--- src/rtl/seq_pkg.sv ---
// Shared types and constants for the serial sequence-detect link.
//   seq_tx_state_t   : transmitter FSM states
//   DEFAULT_PAT_1010 : the canonical 4-bit pattern the link is exercised with
package seq_pkg;

  typedef enum logic [1:0] {
    IDLE,
    SHIFT,
    GAP,
    DONE
  } seq_tx_state_t;

  localparam logic [3:0] DEFAULT_PAT_1010 = 4'b1010;

endpackage

--- src/rtl/seq_down_cnt.sv ---
// Loadable down-counter with a zero flag.
//   clk      : clock, rising edge
//   reset    : synchronous, active-high, clears the count
//   load     : load load_val (wins over dec)
//   load_val : value to load
//   dec      : decrement by one; saturates at zero, never wraps
//   zero     : count is zero
module seq_down_cnt #(
  parameter int W = 4
) (
  input  logic         clk,
  input  logic         reset,
  input  logic         load,
  input  logic [W-1:0] load_val,
  input  logic         dec,
  output logic         zero
);

  logic [W-1:0] count;

  // NOTE: sequential state is written with <= so every register samples
  // pre-edge values, independent of statement order.
  always_ff @(posedge clk) begin
    if (reset) begin
      count <= '0;
    end else if (load) begin
      count <= load_val;
    end else if (dec && (count != '0)) begin
      count <= count - 1'b1;
    end
  end

  assign zero = (count == '0);

endmodule

--- src/rtl/seq_pattern_tx.sv ---
// Serial pattern transmitter: accepts a pattern over valid/ready and sends it
// MSB-first, repeated rep_cnt times with gap_cnt idle cycles in between.
//   clk, reset             : clock and synchronous active-high reset
//   start_valid/ready      : burst request handshake (ready only in IDLE)
//   pat_in                 : pattern, bit PAT_W-1 sent first
//   rep_cnt                : repetitions, 0 behaves as 1
//   gap_cnt                : idle cycles between repetitions
//   abort                  : kill the burst in SHIFT/GAP, no done pulse
//   ser_out, ser_valid     : serial bit and its qualifier
//   busy                   : burst in progress (SHIFT or GAP)
//   done                   : one-cycle pulse after normal completion
// All outputs are registers.
module seq_pattern_tx
  import seq_pkg::*;
#(
  parameter int   PAT_W    = 4,
  parameter int   CNT_W    = 4,
  parameter logic IDLE_BIT = 1'b0
) (
  input  logic             clk,
  input  logic             reset,
  input  logic             start_valid,
  output logic             start_ready,
  input  logic [PAT_W-1:0] pat_in,
  input  logic [CNT_W-1:0] rep_cnt,
  input  logic [CNT_W-1:0] gap_cnt,
  input  logic             abort,
  output logic             ser_out,
  output logic             ser_valid,
  output logic             busy,
  output logic             done
);

  localparam int                IDX_W    = $clog2(PAT_W);
  localparam logic [IDX_W-1:0] LAST_IDX = IDX_W'(PAT_W - 1);

  seq_tx_state_t    state;
  logic [PAT_W-1:0] pat_reg;   // pattern latched at the handshake
  logic [PAT_W-1:0] shreg;     // bits still to send after the one on ser_out
  logic [CNT_W-1:0] gap_reg;   // gap length latched at the handshake
  logic [IDX_W-1:0] bit_idx;   // index of the bit currently on ser_out

  logic             accept;
  logic             last_bit;
  logic             killed;
  logic             rep_load, rep_dec, rep_zero;
  logic [CNT_W-1:0] rep_load_val;
  logic             gap_load, gap_dec, gap_zero;
  logic [CNT_W-1:0] gap_load_val;

  assign accept   = (state == IDLE) && start_valid;
  assign last_bit = (state == SHIFT) && (bit_idx == '0);
  assign killed   = abort && ((state == SHIFT) || (state == GAP));

  // The reps counter holds reps_left-1, so its zero flag marks the final
  // repetition; rep_cnt of 0 loads 0, i.e. a single repetition.
  assign rep_load     = accept;
  assign rep_load_val = (rep_cnt == '0) ? '0 : rep_cnt - 1'b1;
  assign rep_dec      = last_bit && !killed && !rep_zero;

  // The gap counter holds gap_left-1; GAP exits on the cycle it reads zero,
  // giving exactly gap_reg idle cycles.
  assign gap_load     = rep_dec && (gap_reg != '0);
  assign gap_load_val = gap_reg - 1'b1;
  assign gap_dec      = (state == GAP) && !killed && !gap_zero;

  seq_down_cnt #(.W(CNT_W)) u_reps_cnt (
    .clk      (clk),
    .reset    (reset),
    .load     (rep_load),
    .load_val (rep_load_val),
    .dec      (rep_dec),
    .zero     (rep_zero)
  );

  seq_down_cnt #(.W(CNT_W)) u_gap_cnt (
    .clk      (clk),
    .reset    (reset),
    .load     (gap_load),
    .load_val (gap_load_val),
    .dec      (gap_dec),
    .zero     (gap_zero)
  );

  // ser_out is registered separately from shreg: loading the MSB straight
  // into ser_out at each (re)load puts the first bit on the line in the very
  // next cycle with no bubble between repetitions.
  always_ff @(posedge clk) begin
    if (reset) begin
      state       <= IDLE;
      ser_out     <= IDLE_BIT;
      ser_valid   <= 1'b0;
      busy        <= 1'b0;
      done        <= 1'b0;
      start_ready <= 1'b1;
      pat_reg     <= '0;
      shreg       <= '0;
      gap_reg     <= '0;
      bit_idx     <= '0;
    end else if (killed) begin
      state       <= IDLE;
      ser_out     <= IDLE_BIT;
      ser_valid   <= 1'b0;
      busy        <= 1'b0;
      done        <= 1'b0;
      start_ready <= 1'b1;
    end else begin
      case (state)
        IDLE: begin
          if (start_valid) begin
            state       <= SHIFT;
            pat_reg     <= pat_in;
            gap_reg     <= gap_cnt;
            shreg       <= pat_in << 1;
            ser_out     <= pat_in[PAT_W-1];
            ser_valid   <= 1'b1;
            bit_idx     <= LAST_IDX;
            busy        <= 1'b1;
            start_ready <= 1'b0;
          end
        end

        SHIFT: begin
          if (bit_idx != '0) begin
            ser_out <= shreg[PAT_W-1];
            shreg   <= shreg << 1;
            bit_idx <= bit_idx - 1'b1;
          end else if (rep_zero) begin
            state     <= DONE;
            ser_out   <= IDLE_BIT;
            ser_valid <= 1'b0;
            busy      <= 1'b0;
            done      <= 1'b1;
          end else if (gap_reg == '0) begin
            ser_out <= pat_reg[PAT_W-1];
            shreg   <= pat_reg << 1;
            bit_idx <= LAST_IDX;
          end else begin
            state     <= GAP;
            ser_out   <= IDLE_BIT;
            ser_valid <= 1'b0;
          end
        end

        GAP: begin
          if (gap_zero) begin
            state     <= SHIFT;
            ser_out   <= pat_reg[PAT_W-1];
            ser_valid <= 1'b1;
            shreg     <= pat_reg << 1;
            bit_idx   <= LAST_IDX;
          end
        end

        DONE: begin
          state       <= IDLE;
          done        <= 1'b0;
          start_ready <= 1'b1;
        end

        default: begin
          state <= IDLE;
        end
      endcase
    end
  end

endmodule

--- config.mk ---
export PLATFORM = sky130hd
export DESIGN_NAME = seq_pattern_tx
export DESIGN_NICKNAME = d
export VERILOG_FILES = /design/src/rtl/seq_pkg.sv /design/src/rtl/seq_down_cnt.sv /design/src/rtl/seq_pattern_tx.sv
export SDC_FILE = /design/constraint.sdc
export NUM_CORES = 1
export LEC_CHECK = 0
export ABC_AREA = 1
export BUFFER_PORTS_ARGS = -buffer_cell sky130_fd_sc_hd__buf_2
export CORE_MARGIN = 3
export CORE_UTILIZATION = 53
export DETAILED_ROUTE_END_ITERATION = 8
export GPL_TIMING_DRIVEN = 0
export PLACE_DENSITY = 0.74
export SYNTH_ARGS = -nofsm -noshare
export SYNTH_HDL_FRONTEND = slang
export SYNTH_HIERARCHICAL = 1
export SYNTH_SLANG_ARGS = --single-unit
--- constraint.sdc ---
create_clock -name clk -period 5.69 [get_ports clk]
set_input_delay 0 -clock clk [delete_from_list [all_inputs] [get_ports clk]]
set_output_delay 0 -clock clk [all_outputs]
set_load 0.02 [all_outputs]
==> summary.md, run 1 <==
| Metric | Value |
|---|---|
| Worst Setup End Kind | `register` |
| Share of power burned in registers | `a little under a third` |
| CP max FO | `7` |
| Port-buffer cells | `20` |
| TritonCTS clock tree | `done` |
| CTS H-tree lvls | `1` |
| Yosys top cell area share | `between 30% and 40%` |
| First-pass GRT wire length | `about 6300 µm` |
| Post-cts resize count | `0` |
| Max Clk Rate | `455.9 MHz` |
| Commonest cells in the synthesized netlist | `nand2_1 (55), inv_1 (41), nor2_1 (38), dfxtp_1 (28), o21ai_0 (20)` |
| Violation count after the first detailed-routing iteration | `68` |
| Setup-failing EPs final | `0` |
| Layout overhead on the synthesized area | `17.12%` |
| Worst Hold Margin | `around 0.014 ns` |
| Width of the die | `64.25 µm` |
| Leakage component of the power | `1.074 nW` |
| Required time reported for the critical path endpoint | `a little under 6 ns` |
| Worst reg2reg path depth | `10` |
| Nets in the synthesized netlist | `between 200 and 300` |
| Antenna diode count | `0` |
| Final design area excluding fillers | `2106 µm²` |
| Clock network fraction of total power | `13.6%` |
| Final total power | `between 0.9 and 1 mW` |
| Total Wirelength | `3562 µm` |
| Cell accounting for the most synthesized area | `dfxtp_1` |
| Cell total after placement | `roughly 330` |
| Clock insertion delay at the later pin of the skew report | `0.34 ns` |
| Overall track demand over capacity in global routing | `around a fifth` |
| Status | `completed` |
| Worst setup path end | `u_gap_cnt/count[3]$_SDFFE_PP0P_` |
| TritonCTS buffer count | `3` |
| Post-layout worst setup margin | `3.496 ns` |
| Initial Utilization | `57.02%` |
| Setup Total Neg Slack | `0 ns` |
| Register bit count reported by yosys | `28` |
| Bufs on Longest Clock Path | `2` |
| Most used standard cell by instance count after synthesis | `nand2_1` |
| DRC violation count after routing | `0` |
| Post-synthesis cell type count | `27` |
| Site Rows | `20` |
| Congestion Overflow GR | `0` |
| Fin crit period | `about 2.2 ns` |
| Total number of vias | `around 1600` |
| Worst-case headroom to the max-slew limit | `roughly 73%` |
| Num Clock Sinks | `28` |
| Post-CTS setup buffers | `0` |
| Number of enable flip-flop cells after synthesis | `0` |
| Number of global-route vias before repair | `around 1500` |
| Pin count of the biggest net entering global routing | `17` |
| Power density over the cells | `~460 nW/µm²` |
| Data arrival time at the worst-slack endpoint | `between 2 and 2.5 ns` |
| Final core occ | `66.79%` |
| Final #Nets | `approximately 330` |
| Fraction of power spent switching nets | `a little under half` |
| Internal | `~0.54 mW` |
| Routability Congestion | `a little under 0.9` |
| R2R Path Start | `state[0]$_SDFFE_PP0P_` |
| Final hold violations | `0` |
| Core area | `approximately 3200 µm²` |
| Half-perimeter wire length after placement | `about 2700 µm` |
| Final-report max-slew violation count | `0` |
| Setup slack, reg-to-reg | `between 3 and 4 ns` |
| Sequential element share of the synthesized area | `between 30% and 40%` |
| Top FF cell, synth | `dfxtp_1` |
| Area contributors post-synth | `dfxtp_1 (31%), nand2_1 (11%), inv_1 (8.6%), nor2_1 (7.9%), ha_1 (6.3%)` |
| Unrepaired setup endpoints after global routing | `no` |
| Fill cells | `about 300` |
| Share of synthesized registers carrying an async set or reset | `0%` |
| Setup crit start kind | `register` |
| Clock slew at reported path FFs | `0.15 ns` |
| Average vias per placed instance | `4.759` |
| Root buf cell | `clkbuf_4` |
| Average routed wire per standard cell | `a little over 10 µm` |
| R2r endpoint | `u_gap_cnt/count[3]$_SDFFE_PP0P_` |
| Comb pwr share | `55.4%` |
| Ports placed on the boundary | `21` |
| P_sw | `around 0.44 mW` |
| Period Utilization, post-route | `38.55%` |
| Class of the tightest hold or removal check | `input pin to register` |
| Setup clock skew after layout | `0.002398 ns` |
| Antenna-violating nets left | `0` |
| Worst Tran Pin Value | `0.3968 ns` |
| Vert. Die Dim | `between 60 and 70 µm` |
| Cells after synthesis | `267` |
| Critical path startpoint | `state[0]$_SDFFE_PP0P_` |
| Syn. warnings | `6` |
| Worst Setup Path Type | `register to register` |
| Die outline area | `about 4100 µm²` |
| Worst Setup Slack post-DPL | `about 3.5 ns` |
| Placement Cell Area | `just under 2000 µm²` |
| Non-Filler Instances | `345` |
| Synthesized area per cell | `6.734 µm²` |
| Mapped cell area | `1798 µm²` |
| Share of post-route cells with drive strength above 1 | `a little under a fifth` |
| Max_cap viols | `0` |
| Number of antenna violations at the first check in global routing | `0` |
| Number of optimization iterations in the first detailed-route pass | `6` |
| Worst-case vdd ir drop | `between 0.2 and 0.25 mV` |
==> layer usage <==
layer | GRT usage [%] | share of wire, % | up-vias | routed length (µm)
met5 | 0 | 0 | - | 0
met4 | 7.388 | 1.5 | 0 | 53
met2 | 33.12 | 48 | 23 | 1726
met3 | 2.636 | 2.8 | 5 | 99
li1 | - | - | 894 | -
met1 | 23.19 | 47 | 720 | 1682
==> power groups by stage <==
stage	logic (mW)	registers, mW	clock network, mW
2_1_floorplan	0.421	0.318	0
3_3_place_gp	0.528	0.306	0
3_5_place_dp	0.536	0.308	0
4_1_cts	0.544	0.303	0.137
5_1_grt	0.627	0.311	0.143
6_report	0.542	0.303	0.133
==> critical path, cell delays in order (launching register included) <==
cell and delay (ns):
dfxtp_1 0.40, inv_1 0.08, ha_1 0.40, nand2_2 0.15
inv_1 0.06, nor3_1 0.32, and2_1 0.24, inv_2 0.09
or2_0 0.21, nand3_1 0.10, a21oi_2 0.05
==> cells in the final DEF (no fill, tap or decap), types with 2 or more instances in the layout <==
master	instances
nand3_1	12
a21oi_1	18
nand2_4	8
nor2_1	38
buf_6	2
clkbuf_4	3
o21ai_0	20
a21oi_2	3
nor2_8	2
inv_1	41
nand2_2	5
dfxtp_1	28
or2_0	2
clkinv_2	2
nand3_2	2
buf_2	20
inv_2	6
xor2_1	4
dlygate4sd3_1	10
nand2_1	55
ha_1	9
o22ai_1	2
==> logic make-up after synthesis <==
group,synth area share (%)
flip-flops,31.18
AND/OR/NAND/NOR,34.52
adder cells (fa/ha/maj),6.263
buffers and inverters,11.83
AO/OA/AOI/OAI,14.27
XOR/XNOR,1.948
==> cell type report <==
class | count | area, µm² | share of cell area (%)
inverter | 49 | 186.4 | 8.853
buffer | 3 | 26.28 | 1.248
clock buffer | 3 | 22.52 | 1.070
tap | 44 | 55.05 | 2.614
clock inverter | 1 | 30.03 | 1.426
multi-input combinational | 187 | 1025 | 48.66
sequential | 28 | 560.5 | 26.62
timing repair buffer | 30 | 200.2 | 9.507
==> worst min-delay path by stage <==
stage	startpoint	end	slack [ns]	cells after the start
final	rep_cnt[0]	u_reps_cnt/count[0]$_SDFFE_PP0P_	0.01	4
after global routing	rep_cnt[0]	u_reps_cnt/count[0]$_SDFFE_PP0P_	0.04	4
after CTS	rep_cnt[0]	u_reps_cnt/count[0]$_SDFFE_PP0P_	0.009	4
after detailed placement	reset	u_reps_cnt/count[3]$_SDFFE_PP0P_	0.26	2
after global placement	reset	u_reps_cnt/count[3]$_SDFFE_PP0P_	0.26	2
after floorplan	reset	u_gap_cnt/count[3]$_SDFFE_PP0P_	0.06	1
==> timing repair <==
| action | 4_1_cts | 5_1_grt |
|---|---|---|
| endpoints found under the setup margin | 0 | 0 |
| hold buffers | 10 | 0 |
| endpoints found under the hold margin | 11 | 0 |
No activity file was read; power rests on OpenSTA's default activity.
==> run 2: changes to the inputs <==
--- a/config.mk
+++ b/config.mk
@@ -5,7 +5,7 @@
 export SDC_FILE = /design/constraint.sdc
 export NUM_CORES = 1
 export LEC_CHECK = 0
-export ABC_AREA = 1
+export ABC_AREA = 0
 export BUFFER_PORTS_ARGS = -buffer_cell sky130_fd_sc_hd__buf_2
 export CORE_MARGIN = 3
 export CORE_UTILIZATION = 53
==> constraint.sdc (replaced) <==
create_clock -name clk -period 2.3 [get_ports clk]
set_input_delay 0 -clock clk [delete_from_list [all_inputs] [get_ports clk]]
set_output_delay 0 -clock clk [all_outputs]
set_load 0.02 [all_outputs]
==> run 2 against run 1 <==
  * Setup slack worse by 3.4 ns
  * Synthesized area is 3.3% lower
  * Flip-flop and latch count stayed put
  * Count of clock-buffer cells in the layout stayed put
  * Worst hold slack better by 0.018 ns
  * Non-clock buffer count is 8 higher
  * Core utilization is 1.6 points higher
  * Wire length is 7.1% higher
  * Global-route usage is 0.58 points higher
  * Sequential share of layout area hardly changed
==> summary.md, run 2 <==
| Metric | Value |
|---|---|
| Setup-failing EPs final | `0 (unchanged)` |
| Share of the synthesized netlist area taken by xor and xnor gates | `1.007% (-0.94 points)` |
| Core area | `3103 µm² (-1.6%)` |
| Most frequent cells in the layout | `nor2_1 (29), dfxtp_1 (25), buf_2 (22), nand2_1 (17), a21oi_1 (17)` |
| Cells after synthesis | `204 (-24%)` |
| Setup Total Neg Slack | `0 ns (unchanged)` |
| Post-synthesis cell type count | `45 (+67%)` |
| Share of synthesized registers carrying an async set or reset | `0% (unchanged)` |
| Top FF cell, synth | `dfxtp_1` |
| Placement Cell Area | `1903 µm² (-2.6%)` |
| Largest stage delay on the critical path | `0.54 ns (+0.14 ns)` |
| Data arrival time at the worst-slack endpoint | `2.44 ns (about the same)` |
| Area contributors post-synth | `dfxtp_1 (32%), ha_1 (6.5%), nor2_1 (6.5%), mux2i_1 (6.3%), a21oi_1 (4.9%)` |
| Nets in the synthesized netlist | `229 (-22%)` |
| Overall track demand over capacity in global routing | `19.49% (+0.58 points)` |
| Antenna-violating nets left | `0 (unchanged)` |
| Class of the tightest hold or removal check | `input pin to register` |
| Register bit count reported by yosys | `28 (unchanged)` |
| Num Clock Sinks | `28 (unchanged)` |
| Adder and majority cell fraction of the synthesized area | `6.475% (+0.21 points)` |
| Fin crit period | `2.224 ns (+0.03005 ns)` |
| Clock slew at reported path FFs | `0.16 ns (about the same)` |
| Average vias per placed instance | `5.467 (+15%)` |
| Leakage component of the power | `0.8394 nW (-22%)` |
| Half-perimeter wire length after placement | `2610 µm (-3.2%)` |
| Slowest CP cell | `or4b_4` |
| Required time reported for the critical path endpoint | `2.52 ns (-3.43 ns)` |
| Yosys top cell area share | `32.23% (+1.1 points)` |
| Simple-Gate Fraction of Synth Area | `25.83% (-8.7 points)` |
| TritonCTS clock tree | `done` |
| Number of optimization iterations in the first detailed-route pass | `4 (-2)` |
| CTS H-tree lvls | `1 (unchanged)` |
| CP max FO | `5 (-2)` |
| Setup clock skew after layout | `0.01443 ns (+0.01203 ns)` |
| TritonCTS buffer count | `3 (unchanged)` |
| Total Wirelength | `3814 µm (+7.1%)` |
| Mapped cell area | `1739 µm² (-3.3%)` |
| Bufs on Longest Clock Path | `2 (unchanged)` |
| Post-synthesis compound-gate area fraction | `22.73% (+8.5 points)` |
| Max Clk Rate | `449.7 MHz (-1.4%)` |
| Initial Utilization | `56.05% (-0.98 points)` |
| DRC violation count after routing | `0 (unchanged)` |
| Sequential element share of the synthesized area | `32.23% (+1.1 points)` |
| Commonest cells in the synthesized netlist | `nor2_1 (30), dfxtp_1 (28), a21oi_1 (17), nand2_1 (17), inv_1 (16)` |
| Worst Hold Margin | `0.03217 ns (+0.01835 ns)` |
| Max_cap viols | `0 (unchanged)` |
| Clock insertion delay at the later pin of the skew report | `0.34 ns (about the same)` |
| Cell total after placement | `268 (-19%)` |
| Pin count of the biggest net entering global routing | `19 (+2)` |
| Syn. warnings | `6 (unchanged)` |
| Setup crit start kind | `register` |
| Period Utilization, post-route | `96.68% (+58 points)` |
| Final design area excluding fillers | `2121 µm² (+0.71%)` |
| Worst Setup Slack post-DPL | `-0.2726 ns (-3.780 ns)` |
| Synthesized area per cell | `8.525 µm² (+27%)` |
| Routability Congestion | `0.7850 (-10%)` |
| Violation count after the first detailed-routing iteration | `88 (+29%)` |
| Site Rows | `20 (unchanged)` |
| Most common cell after layout, fill and taps aside | `nor2_1` |
| Cell accounting for the most synthesized area | `dfxtp_1` |
| Number of enable flip-flop cells after synthesis | `0 (unchanged)` |
| Number of global-route vias before repair | `1441 (-4.6%)` |
| Vert. Die Dim | `63.29 µm (-1.5%)` |
| Non-Filler Instances | `287 (-17%)` |
| Worst Setup Path Type | `register to register` |
| Main combinational cell family by area after synthesis | `simple AND/OR/NAND/NOR gates` |
| Ordered cell list for the critical path | `inv_1 > ha_1 > or3b_4 > clkinvlp_4 > or4b_4 > nand3_2 > and2_4 > a311oi_2` |
| Ports placed on the boundary | `21 (unchanged)` |
| First-pass GRT wire length | `6341 µm (+0.99%)` |
| Root buf cell | `clkbuf_4` |
| Final #Nets | `269 (-18%)` |
| Port-buffer cells | `20 (unchanged)` |
| Die outline area | `4005 µm² (-3.0%)` |
| Worst-case vdd ir drop | `0.6452 mV (+160%)` |
| Worst-case headroom to the max-slew limit | `68.50% (-4.8 points)` |
| Most used standard cell by instance count after synthesis | `nor2_1` |
| Antenna diode count | `0 (unchanged)` |
| Final hold violations | `0 (unchanged)` |
| Number of antenna violations at the first check in global routing | `0 (unchanged)` |
| Average routed wire per standard cell | `13.29 µm (+29%)` |
| Post-layout worst setup margin | `0.07627 ns (-3.420 ns)` |
| Worst Tran Pin Value | `0.4725 ns (+0.07570 ns)` |
| Status | `completed` |
| Width of the die | `63.29 µm (-1.5%)` |
| Layout overhead on the synthesized area | `21.94%` |
| Power density over the cells | `1108 nW/µm² (+140%)` |
| Worst Setup End Kind | `register` |
| Total number of vias | `1569 (-4.4%)` |
| Final-report max-slew violation count | `0 (unchanged)` |
| Share of post-route cells with drive strength above 1 | `24.69% (+6.4 points)` |
| Post-synthesis mux area share | `6.331% (+6.3 points)` |
| Congestion Overflow GR | `0 (unchanged)` |
[run 2: where the power goes]
| group | total (mW) | internal, mW | switching (mW) | leakage [nW] |
|---|---|---|---|---|
| clock network | 0.329 | 0.176 | 0.152 | 0.0279 |
| logic | 1.29 | 0.557 | 0.730 | 0.580 |
| registers | 0.734 | 0.631 | 0.104 | 0.232 |
[run 2: per-stage QoR]
step / util (%) / power (mW)
4_1_cts: 66.61 / 2.273
2_1_floorplan: - / 1.664
3_5_place_dp: 61.33 / 1.910
5_1_grt: 68.35 / 2.530
6_report: 68.35 / 2.350
3_3_place_gp: 61.33 / 1.889
[run 2: worst paths after layout]
kind,start,to,slack [ns],cells past startpoint
max,u_reps_cnt/count[0]$_SDFFE_PP0P_,bit_idx[1]$_SDFFE_PP0P_,0.08,8
min,abort,u_gap_cnt/count[2]$_SDFFE_PP0P_,0.03,4
max reg2reg,u_reps_cnt/count[0]$_SDFFE_PP0P_,bit_idx[1]$_SDFFE_PP0P_,0.08,8
min reg2reg,ser_valid$_SDFFE_PP0P_,ser_valid$_SDFFE_PP0P_,0.48,2
[run 2: cell type report]
cell class	count	area (µm²)
Sequential cell	28	564.3
Clock inverter	1	30.03
Tap cell	44	55.05
Fill cell	263	982.2
Multi-Input combinational cell	154	1116
Inverter	16	63.81
Buffer	6	33.78
Clock buffer	3	22.52
Timing Repair Buffer	35	235.2
[run 2: kinds of logic (layout without fill, tap and decap cells)]
family,count (synthesis),count (layout)
AND/OR/NAND/NOR,83,83
AO/OA/AOI/OAI,49,49
flip-flops,28,28
buffers and inverters,22,61
multiplexers,11,11
adder cells (fa/ha/maj),9,9
XOR/XNOR,2,2
[run 2: critical path: cells and delay by family (launching register included)]
kind | cells | cell delay [ns]
AND/OR/NAND/NOR | 4 | 1.18
flip-flops | 1 | 0.38
adder cells (fa/ha/maj) | 1 | 0.24
buffers and inverters | 2 | 0.20
AO/OA/AOI/OAI | 1 | 0.09
[run 2: per-layer routing]
metal,up-vias,track usage [%],routed length [µm]
li1,808,-,-
met1,723,25.64,1772
met2,32,31.62,1874
met3,6,4.456,114
met4,0,6.199,53
met5,-,0,0
[run 2: timing repair]
action,in CTS,in global routing
resized for setup,3,5
hold buffers,9,0
endpoints found under the hold margin,9,0
pin swaps,1,1
buffers inserted,1,5
endpoints found under the setup margin,5,5
==> run 3: changes to the inputs <==
==> constraint.sdc (replaced) <==
create_clock -name clk -period 2.5 [get_ports clk]
set_input_delay 0 -clock clk [delete_from_list [all_inputs] [get_ports clk]]
set_output_delay 0 -clock clk [all_outputs]
set_load 0.005 [all_outputs]
==> run 3 against run 2 <==
  * Clock power fell by 44%
  * Setup slack improved by 0.17 ns
  * Via count fell by 4.2%
  * Fmax fell by 1.2%
  * Register-to-register slack improved by 0.17 ns
  * Count of clock-buffer cells in the layout did not move
  * Clock skew fell by 0.011 ns
  * Non-clock buffer count fell by 5
  * Core utilization fell by 2.7 points
==> summary.md, run 3 (same netlist as run 2, synthesis figures left out) <==
| Metric | Value |
|---|---|
| CP max FO | `7 (+2)` |
| Worst Setup Path Type | `register to register` |
| Pin count of the biggest net entering global routing | `19 (unchanged)` |
| Ports placed on the boundary | `21 (unchanged)` |
| Setup crit start kind | `register` |
| Cell family contributing the most delay on the critical path | `simple AND/OR/NAND/NOR gates` |
| Violation count after the first detailed-routing iteration | `82 (-6.8%)` |
| Sum of buffers and inverters on the critical path | `2 (unchanged)` |
| Worst-case headroom to the max-slew limit | `66.62% (-1.9 points)` |
| Slowest CP cell | `dfxtp_1` |
| Number of optimization iterations in the first detailed-route pass | `4 (unchanged)` |
| Clock insertion delay at the later pin of the skew report | `0.32 ns (-0.02 ns)` |
| Max Clk Rate | `444.2 MHz (-1.2%)` |
| Number of logic stages on the critical path including buffering | `9 (+1)` |
| Half-perimeter wire length after placement | `2614 µm (+0.15%)` |
| TritonCTS buffer count | `3 (unchanged)` |
| Initial Utilization | `56.05% (unchanged)` |
| Routability Congestion | `0.8601 (+9.6%)` |
| Most frequent cells in the layout | `nor2_1 (29), dfxtp_1 (28), buf_2 (22), nand2_1 (17), a21oi_1 (17)` |
| Root buf cell | `clkbuf_4` |
| Most common cell after layout, fill and taps aside | `nor2_1` |
| Total Wirelength | `3509 µm (-8.0%)` |
| Period Utilization, post-route | `90.05% (-6.6 points)` |
| Worst Setup End Kind | `register` |
| Crit path top cell by count | `inv_1` |
| Final hold violations | `0 (unchanged)` |
| Layout overhead on the synthesized area | `17.12%` |
| Number of global-route vias before repair | `1445 (+0.28%)` |
| Average routed wire per standard cell | `12.49 µm (-6.0%)` |
| Bufs on Longest Clock Path | `2 (unchanged)` |
| Core area | `3103 µm² (unchanged)` |
| Setup slack, reg-to-reg | `0.25 ns (+0.17 ns)` |
| Total number of vias | `1503 (-4.2%)` |
| Num Clock Sinks | `28 (unchanged)` |
| Setup-failing EPs final | `0 (unchanged)` |
| Worst Setup Slack post-DPL | `-0.2269 ns (+0.04572 ns)` |
| Final total power | `1.923 mW (-18%)` |
| Die outline area | `4005 µm² (unchanged)` |
| Antenna-violating nets left | `0 (unchanged)` |
| Worst hold path depth | `4 (unchanged)` |
| Setup clock skew after layout | `0.002983 ns (-0.01145 ns)` |
| Clock slew at reported path FFs | `0.14 ns (-0.02 ns)` |
| Class of the tightest hold or removal check | `input pin to register` |
| Antenna diode count | `0 (unchanged)` |
| Final #Nets | `264 (-1.9%)` |
| Worst reg2reg path depth | `9 (+1)` |
| CTS H-tree lvls | `1 (unchanged)` |
| First-pass GRT wire length | `6403 µm (+0.98%)` |
| Final-report max-slew violation count | `0 (unchanged)` |
| Average vias per placed instance | `5.349 (-2.2%)` |
| Number of antenna violations at the first check in global routing | `0 (unchanged)` |
| Vert. Die Dim | `63.29 µm (unchanged)` |
| Width of the die | `63.29 µm (unchanged)` |
| TritonCTS clock tree | `done` |
| Required time reported for the critical path endpoint | `2.74 ns (+0.22 ns)` |
| Overall track demand over capacity in global routing | `19.28% (-0.21 points)` |
| Ordered cell list for the critical path | `inv_1 > ha_1 > or3b_4 > inv_1 > or2b_1 > nor2_4 > nor4b_2 > mux2i_1 > a211oi_1` |
| Share of post-route cells with drive strength above 1 | `21.10% (-3.6 points)` |
| Cell total after placement | `268 (unchanged)` |
| Site Rows | `20 (unchanged)` |
| Leakage component of the power | `0.8051 nW (-4.1%)` |
| Status | `completed` |
| Post-layout worst setup margin | `0.2488 ns (+0.1725 ns)` |
| Non-Filler Instances | `281 (-2.1%)` |
| DRC violation count after routing | `0 (unchanged)` |
| Fin crit period | `2.251 ns (+0.02749 ns)` |
| Max_cap viols | `0 (unchanged)` |
| Data arrival time at the worst-slack endpoint | `2.50 ns (+0.06 ns)` |
| Power density over the cells | `944.2 nW/µm² (-15%)` |
| Worst Tran Pin Value | `0.5007 ns (+0.02823 ns)` |
| Unrepaired setup endpoints after global routing | `no` |
| Port-buffer cells | `20 (unchanged)` |
| Congestion Overflow GR | `0 (unchanged)` |
| Worst-case vdd ir drop | `0.3896 mV (-40%)` |
| Largest stage delay on the critical path | `0.38 ns (-0.16 ns)` |
[run 3: per-stage QoR]
step                      util, %  TNS, ns  hold WS, ns  area [µm²]
after floorplan                 -        0      0.06465        1744
after global placement      61.21  -0.5637       0.2399        1899
after detailed placement    61.21  -0.8200       0.2478        1899
after CTS                   65.24        0      0.05106        2024
after global routing        65.65        0      0.07495        2037
final                       65.65        0      0.06519        2037
[run 3: layer usage]
layer	vias to the layer above	part of all wire, %	GRT usage, %	routed length [µm]
met5	-	0	0	0
met4	0	0.77	4.852	27
met3	4	1.8	2.139	63
met2	16	47	33.07	1643
met1	690	51	25.77	1774
li1	793	-	-	-
[run 3: area by class of cell]
type                            instances  area, µm²
Buffer                                  6      33.78
Clock buffer                            3      22.52
Fill cell                             301       1066
Inverter                               16      60.06
Multi-Input combinational cell        154       1107
Sequential cell                        28      560.5
Tap cell                               44      55.05
Timing Repair Buffer                   30      197.7
[run 3: worst min-delay path, delay by kind of cell]
kind | cells | cell delay (ns)
buffers and inverters | 1 | 0.12
and+or+nand+nor | 1 | 0.08
AOI/OAI and AO/OA | 2 | 0.15
[run 3: path summary, 6_finish.rpt]
kind,from,endpoint
setup / recovery,u_gap_cnt/count[0]$_SDFFE_PP0P_,u_gap_cnt/count[3]$_SDFFE_PP0P_
hold / removal,rep_cnt[3],u_reps_cnt/count[3]$_SDFFE_PP0P_
setup reg to reg,u_gap_cnt/count[0]$_SDFFE_PP0P_,u_gap_cnt/count[3]$_SDFFE_PP0P_
hold reg to reg,ser_valid$_SDFFE_PP0P_,ser_valid$_SDFFE_PP0P_
[run 3: where the power goes]
part	switching, mW	internal (mW)	total, mW
clock	0.127	0.0565	0.183
sequential	0.0914	0.579	0.670
combinational	0.605	0.465	1.07
[run 3: repair_timing]
action,CTS,global route
resized for setup,3,1
hold buffers,9,0
endpoints found under the setup margin,4,4
buffers inserted,0,1
pin swaps,0,1
hold endpoints to repair,9,0
